`src/rtl/cdb_rs_pkg.sv`:
```
// rtl/cdb_rs_pkg.sv - shared widths, free-value constants and opcodes for the CDB reservation station
package cdb_rs_pkg;

  localparam int RS_ENTRIES = 8;
  localparam int RS_DATA_W  = 32;
  localparam int RS_TAG_W   = 4;
  localparam int RS_NAME_W  = 5;
  localparam int RS_OP_W    = 5;

  // Tag 0 is never a live ROB entry, so it marks an operand as already resolved.
  localparam logic [RS_TAG_W-1:0]  TAG_FREE  = '0;
  localparam logic [RS_DATA_W-1:0] DATA_FREE = '0;
  localparam logic [RS_NAME_W-1:0] NAME_FREE = '0;

  localparam logic WRT_ENABLE  = 1'b1;
  localparam logic WRT_DISABLE = 1'b0;

  typedef enum logic [RS_OP_W-1:0] {
    OP_ADD = 5'd0,
    OP_SUB = 5'd1,
    OP_AND = 5'd2,
    OP_OR  = 5'd3,
    OP_XOR = 5'd4,
    OP_SLL = 5'd5,
    OP_SRL = 5'd6
  } alu_op_e;

  // Occupancy counter must be able to hold the value ENTRIES itself.
  function automatic int cnt_width(input int entries);
    return $clog2(entries) + 1;
  endfunction

endpackage

```
`src/rtl/cdb_rs_if.sv`:
```
// rtl/cdb_rs_if.sv - dispatch, CDB snoop and issue signals of the reservation station
interface cdb_rs_if
  import cdb_rs_pkg::*;
#(
  parameter int DATA_W = RS_DATA_W,
  parameter int TAG_W  = RS_TAG_W,
  parameter int NAME_W = RS_NAME_W,
  parameter int OP_W   = RS_OP_W,
  parameter int CNT_W  = cnt_width(RS_ENTRIES)
);

  logic              disp_en;
  logic [OP_W-1:0]   disp_op;
  logic [TAG_W-1:0]  disp_tag1;
  logic [TAG_W-1:0]  disp_tag2;
  logic [DATA_W-1:0] disp_data1;
  logic [DATA_W-1:0] disp_data2;
  logic [TAG_W-1:0]  disp_dst_tag;
  logic [NAME_W-1:0] disp_dst_name;
  logic              rs_full;
  logic [CNT_W-1:0]  rs_count;

  logic              cdb_en;
  logic [TAG_W-1:0]  cdb_tag;
  logic [DATA_W-1:0] cdb_data;

  logic              iss_valid;
  logic              iss_ready;
  logic [OP_W-1:0]   iss_op;
  logic [DATA_W-1:0] iss_a;
  logic [DATA_W-1:0] iss_b;
  logic [TAG_W-1:0]  iss_tag;
  logic [NAME_W-1:0] iss_name;

  // Dispatch/CDB/ALU side.
  modport master (
    output disp_en, disp_op, disp_tag1, disp_tag2, disp_data1, disp_data2,
           disp_dst_tag, disp_dst_name, cdb_en, cdb_tag, cdb_data, iss_ready,
    input  rs_full, rs_count, iss_valid, iss_op, iss_a, iss_b, iss_tag, iss_name
  );

  // Reservation station side.
  modport slave (
    input  disp_en, disp_op, disp_tag1, disp_tag2, disp_data1, disp_data2,
           disp_dst_tag, disp_dst_name, cdb_en, cdb_tag, cdb_data, iss_ready,
    output rs_full, rs_count, iss_valid, iss_op, iss_a, iss_b, iss_tag, iss_name
  );

endinterface

```
`src/rtl/rs_pick_lowest.sv`:
```
// rtl/rs_pick_lowest.sv - lowest-index priority pick: isolates the lowest set bit and encodes its index
module rs_pick_lowest #(
  parameter int N = 8,
  parameter int W = $clog2(N)
) (
  input  logic [N-1:0] req,
  output logic         hit,
  output logic [W-1:0] idx
);

  logic [N-1:0] onehot;

  // Two's-complement trick keeps only the lowest requesting bit.
  assign onehot = req & (~req + N'(1));
  assign hit    = |req;

  // Encode the single surviving bit into a binary index.
  always_comb begin
    idx = '0;
    for (int i = 0; i < N; i++) begin
      if (onehot[i]) begin
        idx = idx | W'(i);
      end
    end
  end

endmodule

```
`src/rtl/cdb_rs.sv`:
```
// rtl/cdb_rs.sv - reservation station snooping the CDB and issuing ready ALU ops (optional RS_FLUSH_EN adds a synchronous flush input)
module cdb_rs
  import cdb_rs_pkg::*;
#(
  parameter int ENTRIES = RS_ENTRIES,
  parameter int DATA_W  = RS_DATA_W,
  parameter int TAG_W   = RS_TAG_W,
  parameter int NAME_W  = RS_NAME_W,
  parameter int OP_W    = RS_OP_W
) (
  input logic     clk,
  input logic     rst,
`ifdef RS_FLUSH_EN
  input logic     flush,
`endif
  cdb_rs_if.slave bus
);

  localparam int IDX_W = $clog2(ENTRIES);
  localparam int CNT_W = cnt_width(ENTRIES);
  localparam logic [TAG_W-1:0]  TFREE = TAG_W'(TAG_FREE);
  localparam logic [DATA_W-1:0] DFREE = DATA_W'(DATA_FREE);
  localparam logic [NAME_W-1:0] NFREE = NAME_W'(NAME_FREE);

  logic [ENTRIES-1:0] valid;
  logic [OP_W-1:0]    op_q     [ENTRIES];
  logic [TAG_W-1:0]   tag1_q   [ENTRIES];
  logic [DATA_W-1:0]  data1_q  [ENTRIES];
  logic [TAG_W-1:0]   tag2_q   [ENTRIES];
  logic [DATA_W-1:0]  data2_q  [ENTRIES];
  logic [TAG_W-1:0]   dtag_q   [ENTRIES];
  logic [NAME_W-1:0]  dname_q  [ENTRIES];

  logic               iss_valid_q;
  logic [OP_W-1:0]    iss_op_q;
  logic [DATA_W-1:0]  iss_a_q;
  logic [DATA_W-1:0]  iss_b_q;
  logic [TAG_W-1:0]   iss_tag_q;
  logic [NAME_W-1:0]  iss_name_q;

  logic [CNT_W-1:0]   count_q;
  logic               full_q;
  logic [CNT_W-1:0]   count_nxt;

  logic [ENTRIES-1:0] free_vec;
  logic [ENTRIES-1:0] ready_vec;
  logic               free_hit;
  logic               rdy_hit;
  logic [IDX_W-1:0]   free_idx;
  logic [IDX_W-1:0]   rdy_idx;

  logic               flush_now;
  logic               cdb_hit;
  logic               byp1;
  logic               byp2;
  logic               iss_take;
  logic               do_alloc;
  logic               do_issue;

`ifdef RS_FLUSH_EN
  assign flush_now = flush;
`else
  assign flush_now = 1'b0;
`endif

  // Per-slot free and ready vectors from registered state only.
  always_comb begin
    free_vec  = '0;
    ready_vec = '0;
    for (int i = 0; i < ENTRIES; i++) begin
      free_vec[i]  = !valid[i];
      ready_vec[i] = valid[i] && (tag1_q[i] == TFREE) && (tag2_q[i] == TFREE);
    end
  end

  rs_pick_lowest #(.N(ENTRIES), .W(IDX_W)) u_pick_free (
    .req (free_vec),
    .hit (free_hit),
    .idx (free_idx)
  );

  rs_pick_lowest #(.N(ENTRIES), .W(IDX_W)) u_pick_ready (
    .req (ready_vec),
    .hit (rdy_hit),
    .idx (rdy_idx)
  );

  // A zero tag on the CDB carries no producer, so it never wakes anything.
  assign cdb_hit  = bus.cdb_en && (bus.cdb_tag != TFREE);
  assign byp1     = cdb_hit && (bus.disp_tag1 == bus.cdb_tag);
  assign byp2     = cdb_hit && (bus.disp_tag2 == bus.cdb_tag);
  assign iss_take = !iss_valid_q || bus.iss_ready;
  assign do_alloc = bus.disp_en && !full_q && free_hit && !flush_now;
  assign do_issue = iss_take && rdy_hit && !flush_now;
  assign count_nxt = count_q + CNT_W'(do_alloc) - CNT_W'(do_issue);

  // Slot array: CDB wakeup, issue invalidation and dispatch allocation.
  always_ff @(posedge clk or posedge rst) begin
    if (rst) begin
      valid <= '0;
      for (int i = 0; i < ENTRIES; i++) begin
        op_q[i]    <= '0;
        tag1_q[i]  <= TFREE;
        data1_q[i] <= DFREE;
        tag2_q[i]  <= TFREE;
        data2_q[i] <= DFREE;
        dtag_q[i]  <= TFREE;
        dname_q[i] <= NFREE;
      end
    end else if (flush_now) begin
      valid <= '0;
    end else begin
      for (int i = 0; i < ENTRIES; i++) begin
        if (valid[i] && cdb_hit && (tag1_q[i] == bus.cdb_tag)) begin
          tag1_q[i]  <= TFREE;
          data1_q[i] <= bus.cdb_data;
        end
        if (valid[i] && cdb_hit && (tag2_q[i] == bus.cdb_tag)) begin
          tag2_q[i]  <= TFREE;
          data2_q[i] <= bus.cdb_data;
        end
      end
      if (do_issue) begin
        valid[rdy_idx] <= WRT_DISABLE;
      end
      // The allocated slot is invalid, so it never collides with wakeup or issue.
      if (do_alloc) begin
        valid[free_idx]   <= WRT_ENABLE;
        op_q[free_idx]    <= bus.disp_op;
        tag1_q[free_idx]  <= byp1 ? TFREE : bus.disp_tag1;
        data1_q[free_idx] <= byp1 ? bus.cdb_data : bus.disp_data1;
        tag2_q[free_idx]  <= byp2 ? TFREE : bus.disp_tag2;
        data2_q[free_idx] <= byp2 ? bus.cdb_data : bus.disp_data2;
        dtag_q[free_idx]  <= bus.disp_dst_tag;
        dname_q[free_idx] <= bus.disp_dst_name;
      end
    end
  end

  // Occupancy and full flag track the valid bits after each edge.
  always_ff @(posedge clk or posedge rst) begin
    if (rst) begin
      count_q <= '0;
      full_q  <= 1'b0;
    end else if (flush_now) begin
      count_q <= '0;
      full_q  <= 1'b0;
    end else begin
      count_q <= count_nxt;
      full_q  <= (count_nxt == CNT_W'(ENTRIES));
    end
  end

  // Issue register: reload whenever empty or accepted, hold while stalled.
  always_ff @(posedge clk or posedge rst) begin
    if (rst) begin
      iss_valid_q <= 1'b0;
      iss_op_q    <= '0;
      iss_a_q     <= '0;
      iss_b_q     <= '0;
      iss_tag_q   <= '0;
      iss_name_q  <= '0;
    end else if (flush_now) begin
      iss_valid_q <= 1'b0;
    end else if (iss_take) begin
      iss_valid_q <= rdy_hit;
      if (rdy_hit) begin
        iss_op_q   <= op_q[rdy_idx];
        iss_a_q    <= data1_q[rdy_idx];
        iss_b_q    <= data2_q[rdy_idx];
        iss_tag_q  <= dtag_q[rdy_idx];
        iss_name_q <= dname_q[rdy_idx];
      end
    end
  end

  assign bus.rs_full   = full_q;
  assign bus.rs_count  = count_q;
  assign bus.iss_valid = iss_valid_q;
  assign bus.iss_op    = iss_op_q;
  assign bus.iss_a     = iss_a_q;
  assign bus.iss_b     = iss_b_q;
  assign bus.iss_tag   = iss_tag_q;
  assign bus.iss_name  = iss_name_q;

endmodule

```
`src/flat_wrapper.sv`:
```
// flat-port wrapper written by rule: the top's interface ports become plain ports
module cdb_rs_flat import cdb_rs_pkg::*;
#(
  parameter int ENTRIES = RS_ENTRIES,
  parameter int DATA_W  = RS_DATA_W,
  parameter int TAG_W   = RS_TAG_W,
  parameter int NAME_W  = RS_NAME_W,
  parameter int OP_W    = RS_OP_W
)
  (clk, rst, bus_disp_en, bus_disp_op, bus_disp_tag1, bus_disp_tag2, bus_disp_data1, bus_disp_data2, bus_disp_dst_tag, bus_disp_dst_name, bus_cdb_en, bus_cdb_tag, bus_cdb_data, bus_iss_ready, bus_rs_full, bus_rs_count, bus_iss_valid, bus_iss_op, bus_iss_a, bus_iss_b, bus_iss_tag, bus_iss_name);
  cdb_rs_if #(.DATA_W(DATA_W), .TAG_W(TAG_W), .NAME_W(NAME_W), .OP_W(OP_W)) bus_i ();
  input logic clk;
  input logic rst;
  input wire logic [$bits(bus_i.disp_en)-1:0] bus_disp_en;
  input wire logic [$bits(bus_i.disp_op)-1:0] bus_disp_op;
  input wire logic [$bits(bus_i.disp_tag1)-1:0] bus_disp_tag1;
  input wire logic [$bits(bus_i.disp_tag2)-1:0] bus_disp_tag2;
  input wire logic [$bits(bus_i.disp_data1)-1:0] bus_disp_data1;
  input wire logic [$bits(bus_i.disp_data2)-1:0] bus_disp_data2;
  input wire logic [$bits(bus_i.disp_dst_tag)-1:0] bus_disp_dst_tag;
  input wire logic [$bits(bus_i.disp_dst_name)-1:0] bus_disp_dst_name;
  input wire logic [$bits(bus_i.cdb_en)-1:0] bus_cdb_en;
  input wire logic [$bits(bus_i.cdb_tag)-1:0] bus_cdb_tag;
  input wire logic [$bits(bus_i.cdb_data)-1:0] bus_cdb_data;
  input wire logic [$bits(bus_i.iss_ready)-1:0] bus_iss_ready;
  output wire logic [$bits(bus_i.rs_full)-1:0] bus_rs_full;
  output wire logic [$bits(bus_i.rs_count)-1:0] bus_rs_count;
  output wire logic [$bits(bus_i.iss_valid)-1:0] bus_iss_valid;
  output wire logic [$bits(bus_i.iss_op)-1:0] bus_iss_op;
  output wire logic [$bits(bus_i.iss_a)-1:0] bus_iss_a;
  output wire logic [$bits(bus_i.iss_b)-1:0] bus_iss_b;
  output wire logic [$bits(bus_i.iss_tag)-1:0] bus_iss_tag;
  output wire logic [$bits(bus_i.iss_name)-1:0] bus_iss_name;
  assign bus_i.disp_en = bus_disp_en;
  assign bus_i.disp_op = bus_disp_op;
  assign bus_i.disp_tag1 = bus_disp_tag1;
  assign bus_i.disp_tag2 = bus_disp_tag2;
  assign bus_i.disp_data1 = bus_disp_data1;
  assign bus_i.disp_data2 = bus_disp_data2;
  assign bus_i.disp_dst_tag = bus_disp_dst_tag;
  assign bus_i.disp_dst_name = bus_disp_dst_name;
  assign bus_i.cdb_en = bus_cdb_en;
  assign bus_i.cdb_tag = bus_cdb_tag;
  assign bus_i.cdb_data = bus_cdb_data;
  assign bus_i.iss_ready = bus_iss_ready;
  assign bus_rs_full = bus_i.rs_full;
  assign bus_rs_count = bus_i.rs_count;
  assign bus_iss_valid = bus_i.iss_valid;
  assign bus_iss_op = bus_i.iss_op;
  assign bus_iss_a = bus_i.iss_a;
  assign bus_iss_b = bus_i.iss_b;
  assign bus_iss_tag = bus_i.iss_tag;
  assign bus_iss_name = bus_i.iss_name;
  cdb_rs #(.ENTRIES(ENTRIES), .DATA_W(DATA_W), .TAG_W(TAG_W), .NAME_W(NAME_W), .OP_W(OP_W)) u_core (.clk(clk), .rst(rst), .bus(bus_i));
endmodule
```
`config.mk`:
```
export PLATFORM = sky130hd
export DESIGN_NAME = cdb_rs_flat
export DESIGN_NICKNAME = d
export VERILOG_FILES = /design/src/rtl/cdb_rs_pkg.sv /design/src/rtl/cdb_rs_if.sv /design/src/rtl/rs_pick_lowest.sv /design/src/rtl/cdb_rs.sv /design/src/flat_wrapper.sv
export SDC_FILE = /design/constraint.sdc
export NUM_CORES = 2
export LEC_CHECK = 0
export CAP_MARGIN = 10
export CORE_UTILIZATION = 54
export CTS_CLUSTER_DIAMETER = 100
export DETAILED_ROUTE_END_ITERATION = 8
export MAX_ROUTING_LAYER = met4
export PLACE_DENSITY = 0.76
export SYNTH_ARGS = -nofsm -noshare
export SYNTH_HDL_FRONTEND = slang
export SYNTH_SLANG_ARGS = --single-unit
```
`constraint.sdc`:
```
create_clock -name clk -period 27.2 [get_ports clk]
set_input_delay 5.44 -clock clk [delete_from_list [all_inputs] [get_ports clk]]
set_output_delay 5.44 -clock clk [all_outputs]
set_load 0.02 [all_outputs]
```
# After elaboration in Yosys (flattened, before gate mapping)
# Index checks and enable logic that the tools add are counted.
dict set report classes {
  n_addsub 4
  order_cmp 7
  n_eq_ne 19
  n_mux 88
  bitwise 9
  reduce_logical 80
}
# operator count
set ops {}
lappend ops {{32-bit two-way mux} 25}
lappend ops {{256-bit bitwise mux} 2}
lappend ops {{256-bit two-way mux} 2}
lappend ops {{32-bit binary-select mux with 3-bit select} 2}
lappend ops {{32-bit bitwise mux} 3}
lappend ops {{32-bit demux with 3-bit select} 1}
lappend ops {{4-bit two-way mux} 21}
lappend ops {{40-bit bitwise mux} 2}
lappend ops {{4-bit equality test} 18}
lappend ops {{4-bit logical NOT} 16}
lappend ops {{1-bit logical AND} 49}
lappend ops {{5-bit binary-select mux with 3-bit select} 2}
lappend ops {{5-bit two-way mux} 5}
lappend ops {{8-bit AND} 3}
lappend ops {{3-bit two-way mux} 8}
lappend ops {{8-bit NOT} 3}
lappend ops {{8-bit by 1-bit adder with 8-bit output, second input constant} 2}
lappend ops {{8-bit two-way mux} 2}
lappend ops {{8-bit OR reduction} 2}
lappend ops {{5-bit demux with 3-bit select} 1}
lappend ops {{4-bit binary-select mux with 3-bit select} 1}
lappend ops {{4-bit demux with 3-bit select} 1}
lappend ops {{1-bit logical NOT} 10}
lappend ops {{4-bit greater-or-equal comparator, second input constant} 2}
lappend ops {{other kinds (14)} 24}
dict set report word_totals {
  register_bits 780
  in_bits 127
  out_inout_bits 84
  elab_cells 272
}

# Logic depth before layout (Yosys ltp)
dict set report logic_depth {
  depth_word 22
  ltp_mapped 13
  mapped_depth_nobuf 11
}

# Hierarchy
# Synthesis repeated with hierarchy kept, for this count alone.
dict set report unflattened {
  cells_unflattened 3597
  hier_area_um2 39216.4
}
# module n_inst cells_per_inst area_each_um2 seq_area_each_um2
set modules_own_cells {}
lappend modules_own_cells {cdb_rs 1 3571 39053.7 19518.7}
lappend modules_own_cells {rs_pick_lowest 2 13 81.3 0.0}

# Worst setup path before layout
# OpenSTA, ideal clock, no wires.
dict set report synth_path {
  path_kind {input to register}
  from {in bus_iss_ready}
  to {reg u_core.full_q (netlist: u_core.bus.rs_full)}
  setup_ns 0.105
  arrival_time_ns 7.623
  required_ns 27.095
  setup_slack_ns 19.472
  cell_stages 11
  n_path_buf 2
  path_cell_list {nand2b_1 o41a_1 clkbuf_1 clkbuf_1 ha_1 inv_1 ha_1 inv_1 fa_1 inv_1 nor4b_1}
}
dict set report synth_between {
  elab_chain_len 4
}
# element line
set synth_lines {}
lappend synth_lines {{from (decl)} flat_wrapper.sv:25} ;# input wire logic [$bits(bus_i.iss_ready)-1:0] bus_iss_ready;
lappend synth_lines {{1-bit logical OR} cdb_rs.sv:92} ;# assign iss_take = !iss_valid_q || bus.iss_ready;
lappend synth_lines {{1-bit logical AND} cdb_rs.sv:94} ;# assign do_issue = iss_take && rdy_hit && !flush_now;
lappend synth_lines {{4-bit by 1-bit subtractor with 4-bit output} cdb_rs.sv:95} ;# assign count_nxt = count_q + CNT_W'(do_alloc) - CNT_W'(do_issue);
lappend synth_lines {{via u_core.count_nxt[1]} cdb_rs.sv:43} ;# logic [CNT_W-1:0] count_nxt;
lappend synth_lines {{4-bit equality test} cdb_rs.sv:150} ;# full_q <= (count_nxt == CNT_W'(ENTRIES));
lappend synth_lines {{to (signal assigned)} cdb_rs.sv:150}
lappend synth_lines {{to (decl)} cdb_rs.sv:42} ;# logic full_q;
# The timed path passes the listed nets, and every way through them passes these cells.
# A chain may end at the register's enable or synchronous reset.

# Final worst setup path
dict set report layout_path {
  from {in bus_disp_en}
  to {reg u_core.data1_q[31] (netlist name)}
}
dict set report layout_between {
  elab_chain_len 3
}
# element line
set layout_lines {}
lappend layout_lines {{from (decl)} flat_wrapper.sv:14} ;# input wire logic [$bits(bus_i.disp_en)-1:0] bus_disp_en;
lappend layout_lines {{1-bit logical AND (2 in a row)} cdb_rs.sv:93} ;# assign do_alloc = bus.disp_en && !full_q && free_hit && !flush_now;
lappend layout_lines {{256-bit two-way mux} cdb_rs.sv:127} ;# if (do_alloc) begin
lappend layout_lines {{to (signal, indexed assignment)} cdb_rs.sv:116} ;# data1_q[i] <= bus.cdb_data;
lappend layout_lines {{to (signal, indexed assignment)} cdb_rs.sv:131} ;# data1_q[free_idx] <= byp1 ? bus.cdb_data : bus.disp_data1;
lappend layout_lines {{to (decl)} cdb_rs.sv:28} ;# logic [DATA_W-1:0] data1_q [ENTRIES];
# Every way passes these cells.

==> results.toml <==
[route]
drtIter0Drc = 4979
drt_first_pass_iters = 6
drc = 0
wl_um = 131000
via_per_inst = 6.79
vias = 33400
ant_nets = 0
post_drt_wl_per_cell_um = 26.5

[status]
status = "finished clean"

[grt]
grt_pass1_vias = 32400
grt_antenna_before_repair = 13
grt_max_degree = 185
gr-usage-all-layers_pct = 38.1
overflow = 0
grt_first_pass_wirelength_um = 198000

[yosys]
yosysUniqueCellTypes = 46
synth_area_sq_um = 37000
synth_top_area_cell = "dfrtp_1"
synthCells = 4007
syn_nets = 4139
synthTopCellsByArea = "dfrtp_1 (53%), nor2_1 (9.3%), o22ai_1 (8.9%)"
avgSynthCellArea_sq_um = 9.24
async_flop_share_pct = 100
synthFlopType = "dfrtp_1"
netlist.area_leader.share_pct = 52.7
ys_seq_elements = 780
ys.warnings.count = 0
synth_edf_count = 0
netlist_top_cells_count = "nor2_1 (919), dfrtp_1 (780), o22ai_1 (524)"
seq_area_frac_synth_pct = 52.7
synth.most_common_cell = "nor2_1"

[setup_path]
crit_arrival_ns = 9.29
critPathBufInv = 4
slowest_stage = "nand2b_2"
cp.required_ns = 27.71
cpPeakStageDelay_ns = 0.75
path_class = "in -> reg"
critPathLaunchType = "input port"
worstSetupEndpointType = "flop"
crit_path_max_fanout = 34
crit_family = "buffers and inverters"
cp_cell_sequence = "clkdlybuf4s50_1 > nor2b_1 > o21ai_1 > buf_6 > inv_1 > o2111ai_4 > buf_4 > nand2b_2 > o22ai_1 > nor2_1"

[timing]
setup_violations = 0
period_share_pct = 32.3
slew_headroom_pct = 14.6
final.setup.worst_slack_ns = 18.42
timing.final.crit_period_ns = 8.78
fmax_mhz = 114
hold_violations = 0
rsz0062_at_grt = "false"
slew_viol_final = 0
setup_tns_ns = 0
tightest_slew_ns = 1.28
clock-skew-final_ns = 0.0338

[floorplan]
ioPinCount = 211
start_util_pct = 54.9
die-height_um = 264
placementRows = 95
die-area_sq_um = 69600
core_sq_um = 67500
chipWidth_um = 264

[placement]
gp_congestion = 0.922
hpwl_um = 70400
place_ws_ns = 17.70
placed_cell_area_sq_um = 39400
port_buffers = 210

[cts]
cts_tree = "built"
cts.repair.resized = 0
clkTransAtPathRegs_ns = 0.06
cts_buffer_depth = 3
cts_hold_buffers = 0
postCtsSetupRepairBufs = 0
htree_levels = 3
cts_made_buffers = 81
clock_sink_count = 780
clock-root-buffer = "clkbuf_16"
clock_latency_ns = 0.66

[power_and_ir_drop]
leakagePower_nw = 18.6
power.total_w = 0.00648
ir_drop_mv = 0.235
power.density_nw_per_um2 = 153

[layout]
final_nets = 4106
final_design_area_no_fill_sq_um = 42200
area_growth_pct = 14.1
drive_above_1_share_pct = 8.35
utilization_pct = 62.6

[worst_hold_path]
hold_path_class = "reg -> reg"

[job]
max_cap_violations = 0
## registers in the layout (all words and copies together) (netlist names), 40 cells and up
| signal | flops |
|---|---|
| u_core.data2_q | 256 |
| u_core.dname_q | 40 |
| u_core.op_q | 40 |
| u_core.data1_q | 256 |
## worst paths after layout
path                                               start                                to  slack [ns]  depth (start not counted)
max in group asynchronous                            rst     u_core.data2_q[215]$_DFF_PP0_       19.55                          4
min in group asynchronous                            rst  u_core.bus.iss_a[25]$_DFFE_PP0N_        5.32                          2
max reg2reg                    u_core.valid[0]$_DFF_PP0_  u_core.bus.iss_a[15]$_DFFE_PP0N_       22.45                          8
min                        u_core.dtag_q[20]$_DFFE_PP0P_     u_core.dtag_q[20]$_DFFE_PP0P_        0.48                          2
max                                          bus_disp_en      u_core.data1_q[31]$_DFF_PP0_       18.42                         10
min reg2reg                u_core.dtag_q[20]$_DFFE_PP0P_     u_core.dtag_q[20]$_DFFE_PP0P_        0.48                          2
## power breakdown
part           internal, W  switching [W]  total, W
clock network     0.000660       0.000496   0.00116
registers          0.00175       0.000374   0.00212
logic              0.00119        0.00201   0.00320
## layout by cell type (no fill, tap or decap), types with 3 or more instances in the layout
| cell | netlist | layout |
|---|---|---|
| mux2_2 | 98 | 98 |
| a21oi_1 | 140 | 139 |
| nand3_1 | 195 | 194 |
| mux2i_1 | 168 | 168 |
| and4_1 | 4 | 4 |
| xnor2_1 | 3 | 3 |
| o211ai_1 | 20 | 20 |
| clkdlybuf4s50_1 | 0 | 210 |
| o22ai_1 | 524 | 524 |
| nand4_1 | 24 | 24 |
| inv_16 | 0 | 3 |
| o41a_2 | 0 | 7 |
| clkinvlp_4 | 0 | 4 |
| dfrtp_1 | 780 | 780 |
| ha_1 | 4 | 4 |
| o221ai_1 | 31 | 31 |
| o32a_1 | 73 | 73 |
| clkinv_2 | 0 | 20 |
| or3_1 | 3 | 3 |
| nor2_1 | 919 | 919 |
| diode_2 | 0 | 13 |
| o2111ai_4 | 0 | 3 |
| nand2b_2 | 0 | 4 |
| clkbuf_1 | 282 | 11 |
| buf_4 | 14 | 65 |
| nor4_1 | 25 | 25 |
| o21a_1 | 9 | 9 |
| o31ai_4 | 0 | 6 |
| nand2b_1 | 12 | 8 |
| a31oi_1 | 5 | 5 |
| nand2_1 | 262 | 260 |
| clkbuf_16 | 0 | 82 |
| xor2_1 | 72 | 72 |
| o21ai_0 | 148 | 148 |
| buf_12 | 0 | 5 |
| inv_1 | 42 | 41 |
| o22a_1 | 10 | 10 |
| clkbuf_8 | 0 | 16 |
| bufinv_16 | 0 | 6 |
## final cells by class
class,count,area [sq um]
flip-flops and latches,780,19500
clock buffers,109,2310
inverters,43,165
clock inverters,36,434
repair buffers,281,2700
well taps,873,1090
multi-input cells,2787,16000
fillers,5514,25300
diodes,13,32.5
## worst reg2reg max path, delay by kind of cell, from the launching register on
kind	cells	cell delay, ns
AO/OA/AOI/OAI	3	0.90
flip-flops	1	0.67
multiplexers	1	0.39
buffers and inverters	2	1.71
AND/OR/NAND/NOR	2	0.98
## metal layers
layer / vias up / wire (um) / track usage [%]
met1: 16300 / 49800 / 50.1
met4: 0 / 6660 / 18.9
met5: - / 0 / -
met3: 475 / 17100 / 10.2
li1: 14100 / - / -
met2: 2537 / 57000 / 54.4
## cell families (layout without fill, tap and decap cells)
logic type | after synthesis | after routing | share of synthesized area (%)
buffers and inverters | 440 | 469 | 4.79
AO/OA/AOI/OAI | 987 | 987 | 17.0
adder cells (fa/ha/maj) | 5 | 5 | 0.189
XOR/XNOR | 75 | 75 | 1.77
multiplexers | 266 | 266 | 7.52
flip-flops | 780 | 780 | 52.7
AND/OR/NAND/NOR | 1454 | 1454 | 16.0
other | 0 | 13 | 0
## stage by stage
stage / hold WS, ns / cells
3_5_place_dp: 0.463 / 4763
2_1_floorplan: 0.445 / 4007
5_1_grt: 0.497 / 4921
6_report: 0.478 / 4922
3_3_place_gp: 0.458 / 4763
4_1_cts: 0.478 / 4908
(Power assumes the default switching activity.)
